`src/rtl/id_exe_reg_pkg.sv`:
```
// Shared core definitions for the ARM pipeline: datapath widths, ALU command
// encodings and the packed ID/EXE slot layout.
package id_exe_reg_pkg;

   localparam int WORD_W     = 32;
   localparam int REG_IDX_W  = 4;
   localparam int SHIFT_OP_W = 12;
   localparam int EXE_CMD_W  = 4;

   typedef logic [EXE_CMD_W-1:0] exe_cmd_t;

   // Several mnemonics share an ALU operation, so these are constants rather than an enum
   localparam exe_cmd_t EXE_NOP = 4'b0000;
   localparam exe_cmd_t EXE_MOV = 4'b0001;
   localparam exe_cmd_t EXE_MVN = 4'b1001;
   localparam exe_cmd_t EXE_ADD = 4'b0010;
   localparam exe_cmd_t EXE_ADC = 4'b0011;
   localparam exe_cmd_t EXE_SUB = 4'b0100;
   localparam exe_cmd_t EXE_SBC = 4'b0101;
   localparam exe_cmd_t EXE_AND = 4'b0110;
   localparam exe_cmd_t EXE_ORR = 4'b0111;
   localparam exe_cmd_t EXE_EOR = 4'b1000;
   localparam exe_cmd_t EXE_CMP = 4'b0100;
   localparam exe_cmd_t EXE_TST = 4'b0110;
   localparam exe_cmd_t EXE_LDR = 4'b0010;
   localparam exe_cmd_t EXE_STR = 4'b0010;

   typedef struct packed {
      logic                  valid;
      logic [WORD_W-1:0]     pc;
      logic [WORD_W-1:0]     valRn;
      logic [WORD_W-1:0]     valRm;
      logic [SHIFT_OP_W-1:0] shiftOperand;
      logic                  imm;
      exe_cmd_t              exeCmd;
      logic                  memREn;
      logic                  memWEn;
      logic                  wbEn;
      logic                  b;
      logic                  s;
      logic                  los;
      logic [REG_IDX_W-1:0]  dest;
      logic [REG_IDX_W-1:0]  src1;
      logic [REG_IDX_W-1:0]  src2;
      logic                  carry;
   } exe_slot_t;

   function automatic exe_slot_t bubbleSlot();
      exe_slot_t slot;
      slot        = '0;
      slot.exeCmd = EXE_NOP;
      return slot;
   endfunction

endpackage

```
`src/rtl/id_exe_reg.sv`:
```
// ID/EXE pipeline register: captures decoded fields and operands at the end of
// ID, with stall (hold), flush (bubble) and a valid bit for squashed slots.
module id_exe_reg
   import id_exe_reg_pkg::*;
(
   input  logic                  clk,
   input  logic                  rst,
   input  logic                  stall,
   input  logic                  flush,
   input  logic                  id_valid,
   input  logic [WORD_W-1:0]     id_pc,
   input  logic [WORD_W-1:0]     id_val_rn,
   input  logic [WORD_W-1:0]     id_val_rm,
   input  logic [SHIFT_OP_W-1:0] id_shift_operand,
   input  logic                  id_imm,
   input  logic [EXE_CMD_W-1:0]  id_exe_cmd,
   input  logic                  id_mem_r_en,
   input  logic                  id_mem_w_en,
   input  logic                  id_wb_en,
   input  logic                  id_b,
   input  logic                  id_s,
   input  logic [REG_IDX_W-1:0]  id_dest,
   input  logic [REG_IDX_W-1:0]  id_src1,
   input  logic [REG_IDX_W-1:0]  id_src2,
   input  logic                  id_carry,
   output logic                  exe_valid,
   output logic                  exe_los,
   output logic [WORD_W-1:0]     exe_pc,
   output logic [WORD_W-1:0]     exe_val_rn,
   output logic [WORD_W-1:0]     exe_val_rm,
   output logic [SHIFT_OP_W-1:0] exe_shift_operand,
   output logic                  exe_imm,
   output logic [EXE_CMD_W-1:0]  exe_exe_cmd,
   output logic                  exe_mem_r_en,
   output logic                  exe_mem_w_en,
   output logic                  exe_wb_en,
   output logic                  exe_b,
   output logic                  exe_s,
   output logic [REG_IDX_W-1:0]  exe_dest,
   output logic [REG_IDX_W-1:0]  exe_src1,
   output logic [REG_IDX_W-1:0]  exe_src2,
   output logic                  exe_carry
);

   exe_slot_t r_slot;
   exe_slot_t w_loadSlot;
   exe_slot_t w_nextSlot;

   // An invalid ID slot still carries its data, but none of its side effects
   always_comb begin
      w_loadSlot              = '0;
      w_loadSlot.valid        = id_valid;
      w_loadSlot.pc           = id_pc;
      w_loadSlot.valRn        = id_val_rn;
      w_loadSlot.valRm        = id_val_rm;
      w_loadSlot.shiftOperand = id_shift_operand;
      w_loadSlot.imm          = id_imm;
      w_loadSlot.exeCmd       = id_exe_cmd;
      w_loadSlot.memREn       = id_valid & id_mem_r_en;
      w_loadSlot.memWEn       = id_valid & id_mem_w_en;
      w_loadSlot.wbEn         = id_valid & id_wb_en;
      w_loadSlot.b            = id_valid & id_b;
      w_loadSlot.s            = id_valid & id_s;
      w_loadSlot.los          = id_valid & (id_mem_r_en | id_mem_w_en);
      w_loadSlot.dest         = id_dest;
      w_loadSlot.src1         = id_src1;
      w_loadSlot.src2         = id_src2;
      w_loadSlot.carry        = id_carry;
   end

   // Flush beats stall so a stalled instruction behind a taken branch is discarded
   always_comb begin
      w_nextSlot = w_loadSlot;
      if (flush) begin
         w_nextSlot = bubbleSlot();
      end else if (stall) begin
         w_nextSlot = r_slot;
      end
   end

   always_ff @(posedge clk or negedge rst) begin
      if (!rst) begin
         r_slot <= bubbleSlot();
      end else begin
         r_slot <= w_nextSlot;
      end
   end

   assign exe_valid         = r_slot.valid;
   assign exe_los           = r_slot.los;
   assign exe_pc            = r_slot.pc;
   assign exe_val_rn        = r_slot.valRn;
   assign exe_val_rm        = r_slot.valRm;
   assign exe_shift_operand = r_slot.shiftOperand;
   assign exe_imm           = r_slot.imm;
   assign exe_exe_cmd       = r_slot.exeCmd;
   assign exe_mem_r_en      = r_slot.memREn;
   assign exe_mem_w_en      = r_slot.memWEn;
   assign exe_wb_en         = r_slot.wbEn;
   assign exe_b             = r_slot.b;
   assign exe_s             = r_slot.s;
   assign exe_dest          = r_slot.dest;
   assign exe_src1          = r_slot.src1;
   assign exe_src2          = r_slot.src2;
   assign exe_carry         = r_slot.carry;

   // A squashed slot must never write, touch memory, branch or set flags
   assert property (@(posedge clk) disable iff (!rst)
      !exe_valid |-> !(exe_wb_en | exe_mem_r_en | exe_mem_w_en | exe_b | exe_s));

endmodule

```
`config.mk`:
```
export PLATFORM = sky130hd
export DESIGN_NAME = id_exe_reg
export DESIGN_NICKNAME = d
export VERILOG_FILES = /design/src/rtl/id_exe_reg_pkg.sv /design/src/rtl/id_exe_reg.sv
export SDC_FILE = /design/constraint.sdc
export NUM_CORES = 1
export LEC_CHECK = 0
export ABC_AREA = 1
export CORE_MARGIN = 4
export CORE_UTILIZATION = 39
export DETAILED_ROUTE_END_ITERATION = 10
export PLACE_DENSITY = 0.79
export REMOVE_ABC_BUFFERS = 1
export SLEW_MARGIN = 20
export SYNTH_ARGS = -nofsm -noshare
export SYNTH_HDL_FRONTEND = slang
export SYNTH_SLANG_ARGS = --single-unit
```
`constraint.sdc`:
```
create_clock -name clk -period 0.8 [get_ports clk]
set_input_delay 0.16 -clock clk [delete_from_list [all_inputs] [get_ports clk]]
set_output_delay 0.16 -clock clk [all_outputs]
set_load 0.005 [all_outputs]
```
; After elaboration in Yosys (flattened, before gate mapping)
; Cells that the tools add are included.
[classes]
add_sub_neg = 0
n_mul = 0
div_mod_pow = 0
n_lt_le_gt_ge = 0
n_eq_ne = 1
shift = 0
n_mux = 2
bitwise_logic = 7
reduce_logical = 0
[ops]
columns = operator, count
row1 = $mux 133, 2
row2 = $and 1x1->1, 6
row3 = $ne 2x1->1 const B, 1
row4 = $or 1x1->1, 1
[word_totals]
regBits = 133
latch_bits = 0
ramBits = 0
romBits = 0
input_bits = 136
output_inout_bits = 133
elab_cells = 27
memories = 0

; Longest topological paths before layout
; Gate-level depths: netlist of run 1.
[depth]
ltp_word = 4
ltp_mapped = 6

; Worst setup path after synthesis of run 1
; No wires, ideal clock.
[synth_path]
kind = input to register
start = input port flush
end = register r_slot (netlist bit exe_pc[0])
setup_time_ns = 0.065
arrival_time_ns = 0.792
path_slack_ns = -0.057
cell_stages = 5
n_path_buf = 2
cell_sequence = nor2_2 buf_2 buf_2 nand2_1 nand2_1
[synth_via]
elab_chain_cells = 1
[synth_lines]
columns = item, line_no
row1 = from (decl), id_exe_reg.sv:9  ; input logic flush,
row2 = $ne 2x1->1 (no line) or $mux 133 (tied branches), n/a
row3 = to (signal assigned), id_exe_reg.sv:83  ; r_slot <= bubbleSlot();
row4 = to (signal assigned), id_exe_reg.sv:85  ; r_slot <= w_nextSlot;
row5 = to (decl), id_exe_reg.sv:45  ; exe_slot_t r_slot;
; Parallel ways exist; a longest one is shown, timed or not.
; A chain may end at the register's enable or synchronous reset.

; Worst setup path in the final report of run 1
[layout_path]
start = register r_slot (netlist bit exe_mem_w_en)
end = output port exe_mem_w_en
[layout_lines]
columns = item, line_no
row1 = to (decl), id_exe_reg.sv:35  ; output logic exe_mem_w_en,
; No word-level cell between the ends.

==> results of run 1 <==
==> cells by family (layout without fill, tap and decap cells) <==
group,Yosys count,after routing
AND/OR/NAND/NOR,400,400
flip-flops,133,133
buffers and inverters,29,395
==> worst register-to-register path, cell delays in order, from the launching register on <==
cell and delay (ns):
dfrtp_1 0.40, buf_6 0.12, buf_4 0.12, nand2_2 0.06, nand2_1 0.05
==> metal layers <==
metal / vias up / wire [um] / GRT usage (%)
met4: 0 / 569 / 10.48
met5: - / 0 / 0
met2: 277 / 9217 / 41.13
met3: 44 / 1689 / 7.226
li1: 2400 / - / -
met1: 2450 / 6621 / 26.87
==> synthesized netlist by cell type <==
master and instances:
buf_1 5, buf_2 18, clkbuf_1 5, dfrtp_1 133
inv_1 1, nand2_1 392, nand3_1 6, nor2_2 1
nor2_4 1
==> power by group through the flow <==
| stage | Sequential (mW) | Clock [mW] | Combinational [mW] |
|---|---|---|---|
| after detailed placement | 7.42 | 0 | 2.38 |
| after global routing | 7.35 | 8.13 | 2.76 |
| final | 7.32 | 7.69 | 2.55 |
| after global placement | 7.41 | 0 | 2.33 |
| after floorplan | 7.44 | 0 | 0.458 |
| after CTS | 7.30 | 7.78 | 2.36 |
==> flip-flops by register name, indices dropped and copies added, names as in the netlist <==
name,cells
exe_mem_w_en,1
exe_b,1
exe_pc,32
exe_wb_en,1
exe_dest,4
exe_imm,1
exe_mem_r_en,1
exe_los,1
exe_valid,1
exe_val_rm,32
exe_src1,4
exe_shift_operand,12
exe_carry,1
exe_exe_cmd,4
exe_src2,4
exe_val_rn,32
exe_s,1
==> worst max path at each step <==
stage | start | endpoint | slack, ns | depth (start not counted)
4_1_cts | exe_imm$_DFFE_PN0P_ | exe_imm | -0.32 | 1
6_report | exe_mem_w_en$_DFFE_PN0P_ | exe_mem_w_en | -0.31 | 1
3_5_place_dp | stall | exe_val_rm[30]$_DFFE_PN0P_ | -0.68 | 6
5_1_grt | exe_val_rn[26]$_DFFE_PN0P_ | exe_val_rn[26] | -0.34 | 1
2_1_floorplan | flush | exe_los$_DFFE_PN0P_ | -2.27 | 3
3_3_place_gp | flush | exe_los$_DFFE_PN0P_ | -0.68 | 5
==> cell type report <==
cell class / count / area (um2)
Timing Repair Buffer: 364 / 3105
Sequential cell: 133 / 3328
Tap cell: 172 / 215.2
Multi-Input combinational cell: 400 / 1602
Clock inverter: 3 / 65.06
Inverter: 1 / 3.754
Fill cell: 933 / 3726
Clock buffer: 27 / 523.0
==> cell usage in the layout (no fill, tap or decap), types with 2 or more instances in the layout <==
cell,count
nand2_2,23
nand2_4,2
buf_2,132
buf_16,5
dfrtp_1,133
clkbuf_16,17
buf_6,16
bufinv_16,2
clkbuf_8,6
buf_12,9
nand3_1,5
nor2_4,2
buf_4,64
clkdlybuf4s50_1,132
nand2_1,367
clkbuf_1,4
bufbuf_16,4
==> stage by stage <==
stage	power (mW)	setup slack [ns]	setup TNS, ns
2_1_floorplan	7.902	-2.272	-270.72
3_3_place_gp	9.741	-0.6827	-110.25
3_5_place_dp	9.803	-0.6828	-113.11
4_1_cts	17.44	-0.3238	-38.72
5_1_grt	18.23	-0.3437	-42.07
6_report	17.56	-0.3140	-36.90
==> repair_timing <==
action,CTS,global route
setup buffers,33,44
endpoints found under the setup margin,266,198
resized for setup,546,42
hold endpoints to repair,133,0
pin swaps,5,18
hold buffers,1,0
cloned,7,0
==> flow_summary.ini, run 1 <==
[outcome]
status = complete, but fails checks
violations = negative setup slack

[pwr]
leakagePower_nw = 5.042
power_frac_seq_pct = 41.7
cellPowerDensity_nw_per_um2 = 1986
comb_power_share_pct = 14.5
switching_power_mw = 3.917
p_sw_share_pct = 22.30
p_clk_share_pct = 43.8
vdd_drop_max_mv = 1.033
internal_power_mw = 13.65

[die]
die_h_um = 121.0
io_pins = 269
start_util_pct = 39.61
rows = 41
die_x_um = 121.0
core_um2 = 12570
die_area_um2 = 14640

[logic_synthesis]
synthMuxAreaShare_pct = 0
synth_xor_area_share_pct = 0
yosys-top-cells-area = dfrtp_1, nand2_1, buf_2
yosysTopAreaCell = dfrtp_1
yosys.area_share.simple_pct = 30.51
synth_fa_ha_area_share_pct = 0
synth_cell_types = 9
yosysWarningCount = 0
synth_area_per_cell_um2 = 8.859
synth_top_cell_area_share_pct = 66.85
synth-seq-cells = 133
netlist_instances = 562
synth_compound_area_share_pct = 0
ys_seq_area_share_pct = 66.85
synth_area_um2 = 4979
synth_top_family_by_area = simple AND/OR/NAND/NOR gates

[route]
avgRoutedWirePerCell_um = 16.45
wirelength_um = 18100
drt_iter0_markers = 288
first_pass_iters = 5
routed_via_density = 4.701
drcViolationCount = 0
postRouteAntennaNets = 0
vias = 5171

[sta]
finalMaxSlewViolations = 0
finalCritPeriodShare_pct = 139.3
rsz0062_at_grt = true
finClkSkew_ns = 0
relSlewSlack_pct = 81.07
fmax_mhz = 897.7
setup-violations-final = 143
setup_ws_ns = -0.3140
tightest_slew_ns = 0.2840
hold_viol_final = 0
whs_ns = 0.1880
fin_crit_ns = 1.114

[critical_path]
r2r_cells = 4
required_ns = 0.64
rrSetupSlack_ns = -0.04
critPathLaunchType = flop
r2r_end = exe_pc[3]$_DFFE_PN0P_
cp_data_arrival_time_ns = 0.95
end_kind = output pin
r2r_start = exe_pc[3]$_DFFE_PN0P_
cpPeakStageDelay_ns = 0.41
critPathSlowestCell = dfrtp_1
crit_path_max_fanout = 2
cp_top_family = flip-flops
critPathBufInv = 1
worstPathCellList = buf_2
critPathKind = reg -> out

[clock_tree]
clockBufferDepth = 2
numClockSinks = 133
cts_buffers = 17
clockRootBuffer = clkbuf_16
h-tree-depth = 4
clk_latency_ns = 0.41
path_clk_slew_ns = 0.05
cts_tree = done

[worst_hold_path]
hold_class = in -> async

[grt]
antenna_found_initial = 0
grt_pass1_vias = 5152
grt_pass1_wl_um = 26700
grt-ovfl-total = 0
grt_usage_pct = 23.70
grt_max_degree = 47

[place]
dpl.hpwl_um = 11230
dp_cells = 1000
port_buffers = 268
post_dp_cell_area_um2 = 8038
gp_congestion = 0.8173

[layout]
fin_util_pct = 70.35
diodes = 0
area_growth_pct = 77.61
drive_gt1_share_pct = 30.71
design_area_um2 = 8842
stdcell_count = 1100
num-nets-final = 1053

[job]
maxCapViolCount = 0
No activity file was read; power rests on OpenSTA's default activity.
==> run 2, diff against run 1 <==
Settings changed: REMOVE_ABC_BUFFERS 1 to unset.
==> flow_summary.ini, run 2 (same netlist as run 1, synthesis figures left out) <==
[outcome]
status = complete, but fails checks
violations = negative setup slack

[route]
top_layer = met4
drt-met1-wl_um = 6643
first_pass_iters = 5
wirelength_um = 18170
routed_via_density = 4.668
vias = 5125
drt_iter0_markers = 350
drcViolationCount = 0
postRouteAntennaNets = 0
avgRoutedWirePerCell_um = 16.55
routed-wl-met3_um = 1995
wl_met2_um = 8966

[sta]
rsz0062_at_grt = true
fmax_mhz = 890.2
whs_ns = 0.1981
setup_ws_ns = -0.3234
finalMaxSlewViolations = 0
hold_viol_final = 0
tightest_slew_ns = 0.2973
relSlewSlack_pct = 80.18
setup_tns_ns = -37.35
fin_crit_ns = 1.123
finalCritPeriodShare_pct = 140.4
finClkSkew_ns = 0
setup-violations-final = 140

[critical_path]
cp_data_arrival_time_ns = 0.96
rrSetupSlack_ns = -0.06
critPathBufInv = 1
cpPeakStageDelay_ns = 0.41
critPathLaunchType = flop
r2r_start = exe_val_rn[5]$_DFFE_PN0P_
cp_top_family = flip-flops
startpoint = exe_val_rn[25]$_DFFE_PN0P_
critPathSlowestCell = dfrtp_1
critPathKind = reg -> out
worstPathCellList = buf_2
required_ns = 0.64
end_kind = output pin
crit_path_max_fanout = 2

[place]
dpl.hpwl_um = 11620
post_dp_cell_area_um2 = 8010
dp_cells = 998
gp_congestion = 0.8145
port_buffers = 268
pre_cts_ws_ns = -0.6954

[grt]
grt_pass1_wl_um = 27730
grt_usage_pct = 24.70
grt_max_degree = 35
grt-ovfl-total = 0
grt_pass1_vias = 5318
antenna_found_initial = 0

[layout]
diodes = 0
layout_common_cells = nand2_1, dfrtp_1, clkdlybuf4s50_1, buf_2, buf_4
design_area_um2 = 8712
final_common_cell = nand2_1
nFillCells = 974
stdcell_count = 1098
drive_gt1_share_pct = 29.16
num-nets-final = 1049
multi_input_area_um2 = 1554
area_growth_pct = 74.99
layout.area.seq_um2 = 3328

[die]
io_pins = 269
die_h_um = 121.0
core_um2 = 12570
rows = 41
die_x_um = 121.0
die_area_um2 = 14640
start_util_pct = 39.61

[worst_hold_path]
hold_class = in -> async

[clock_tree]
clockBufferDepth = 2
path_clk_slew_ns = 0.06
clk_latency_ns = 0.41
clockRootBuffer = clkbuf_16
cts_buffers = 17
cts_tree = done
h-tree-depth = 4
numClockSinks = 133

[pwr]
cellPowerDensity_nw_per_um2 = 2031
leakagePower_nw = 4.981
vdd_drop_max_mv = 1.368

[job]
maxCapViolCount = 0

[logic_synthesis]
syn_nets = 698
run 2: cell types whose count changed in the layout (fill, tap and decap cells not counted), moves of 3 or more:
cell | before | now
buf_12 | 9 | 6
buf_16 | 5 | 8
buf_4 | 64 | 74
buf_6 | 16 | 5
clkbuf_8 | 6 | 3
clkinv_2 | 1 | 6
nand2_1 | 367 | 382
nand2_2 | 23 | 9
run 2: report_power, final:
group / total (mW) / switching (mW) / internal (mW)
combinational: 2.49 / 1.06 / 1.43
clock: 7.90 / 2.78 / 5.11
sequential: 7.31 / 0.203 / 7.10
run 2: final timing paths:
check,endpoint,cells past startpoint
worst max-delay path,exe_val_rn[25],1
min in group clk,exe_shift_operand[5]$_DFFE_PN0P_,3
max in group asynchronous,exe_val_rm[24]$_DFFE_PN0P_,3
worst min-delay path,exe_pc[9]$_DFFE_PN0P_,2
worst min register to register,exe_val_rm[6]$_DFFE_PN0P_,2
worst max register to register,exe_val_rn[5]$_DFFE_PN0P_,4
run 2: layout make-up:
cell class,instances,area share [%]
clock buffer,22,5.443
clock inverter,10,1.465
inverter,1,0.04308
multi-input combinational,400,17.84
sequential,133,38.20
tap,172,2.470
timing repair buffer,360,34.54
run 2: layer usage:
| metal | vias up | track usage, % |
|---|---|---|
| met3 | 46 | 9.277 |
| met4 | 0 | 10.48 |
| met1 | 2420 | 28.02 |
| met2 | 269 | 41.75 |
| li1 | 2390 | - |
| met5 | - | 0 |
run 2: worst register-to-register path, stage by stage, from the launching register on:
cell and delay [ns]:
dfrtp_1 0.40, buf_4 0.14, buf_4 0.12, nand2_1 0.05
nand2_1 0.04
run 2: what timing repair did:
action                                 CTS  global route
hold buffers                             1             0
setup endpoints to repair              266           155
buffers inserted                        30            35
gates cloned                             8             0
endpoints found under the hold margin  133             0
gates resized for setup                547            15
pin swaps                                4             6
run 2: through the flow:
stage	power, mW	util (%)
after floorplan	7.935	-
after global placement	9.754	63.73
after detailed placement	9.802	63.73
after CTS	17.68	67.15
after global routing	18.40	69.32
final	17.70	69.32
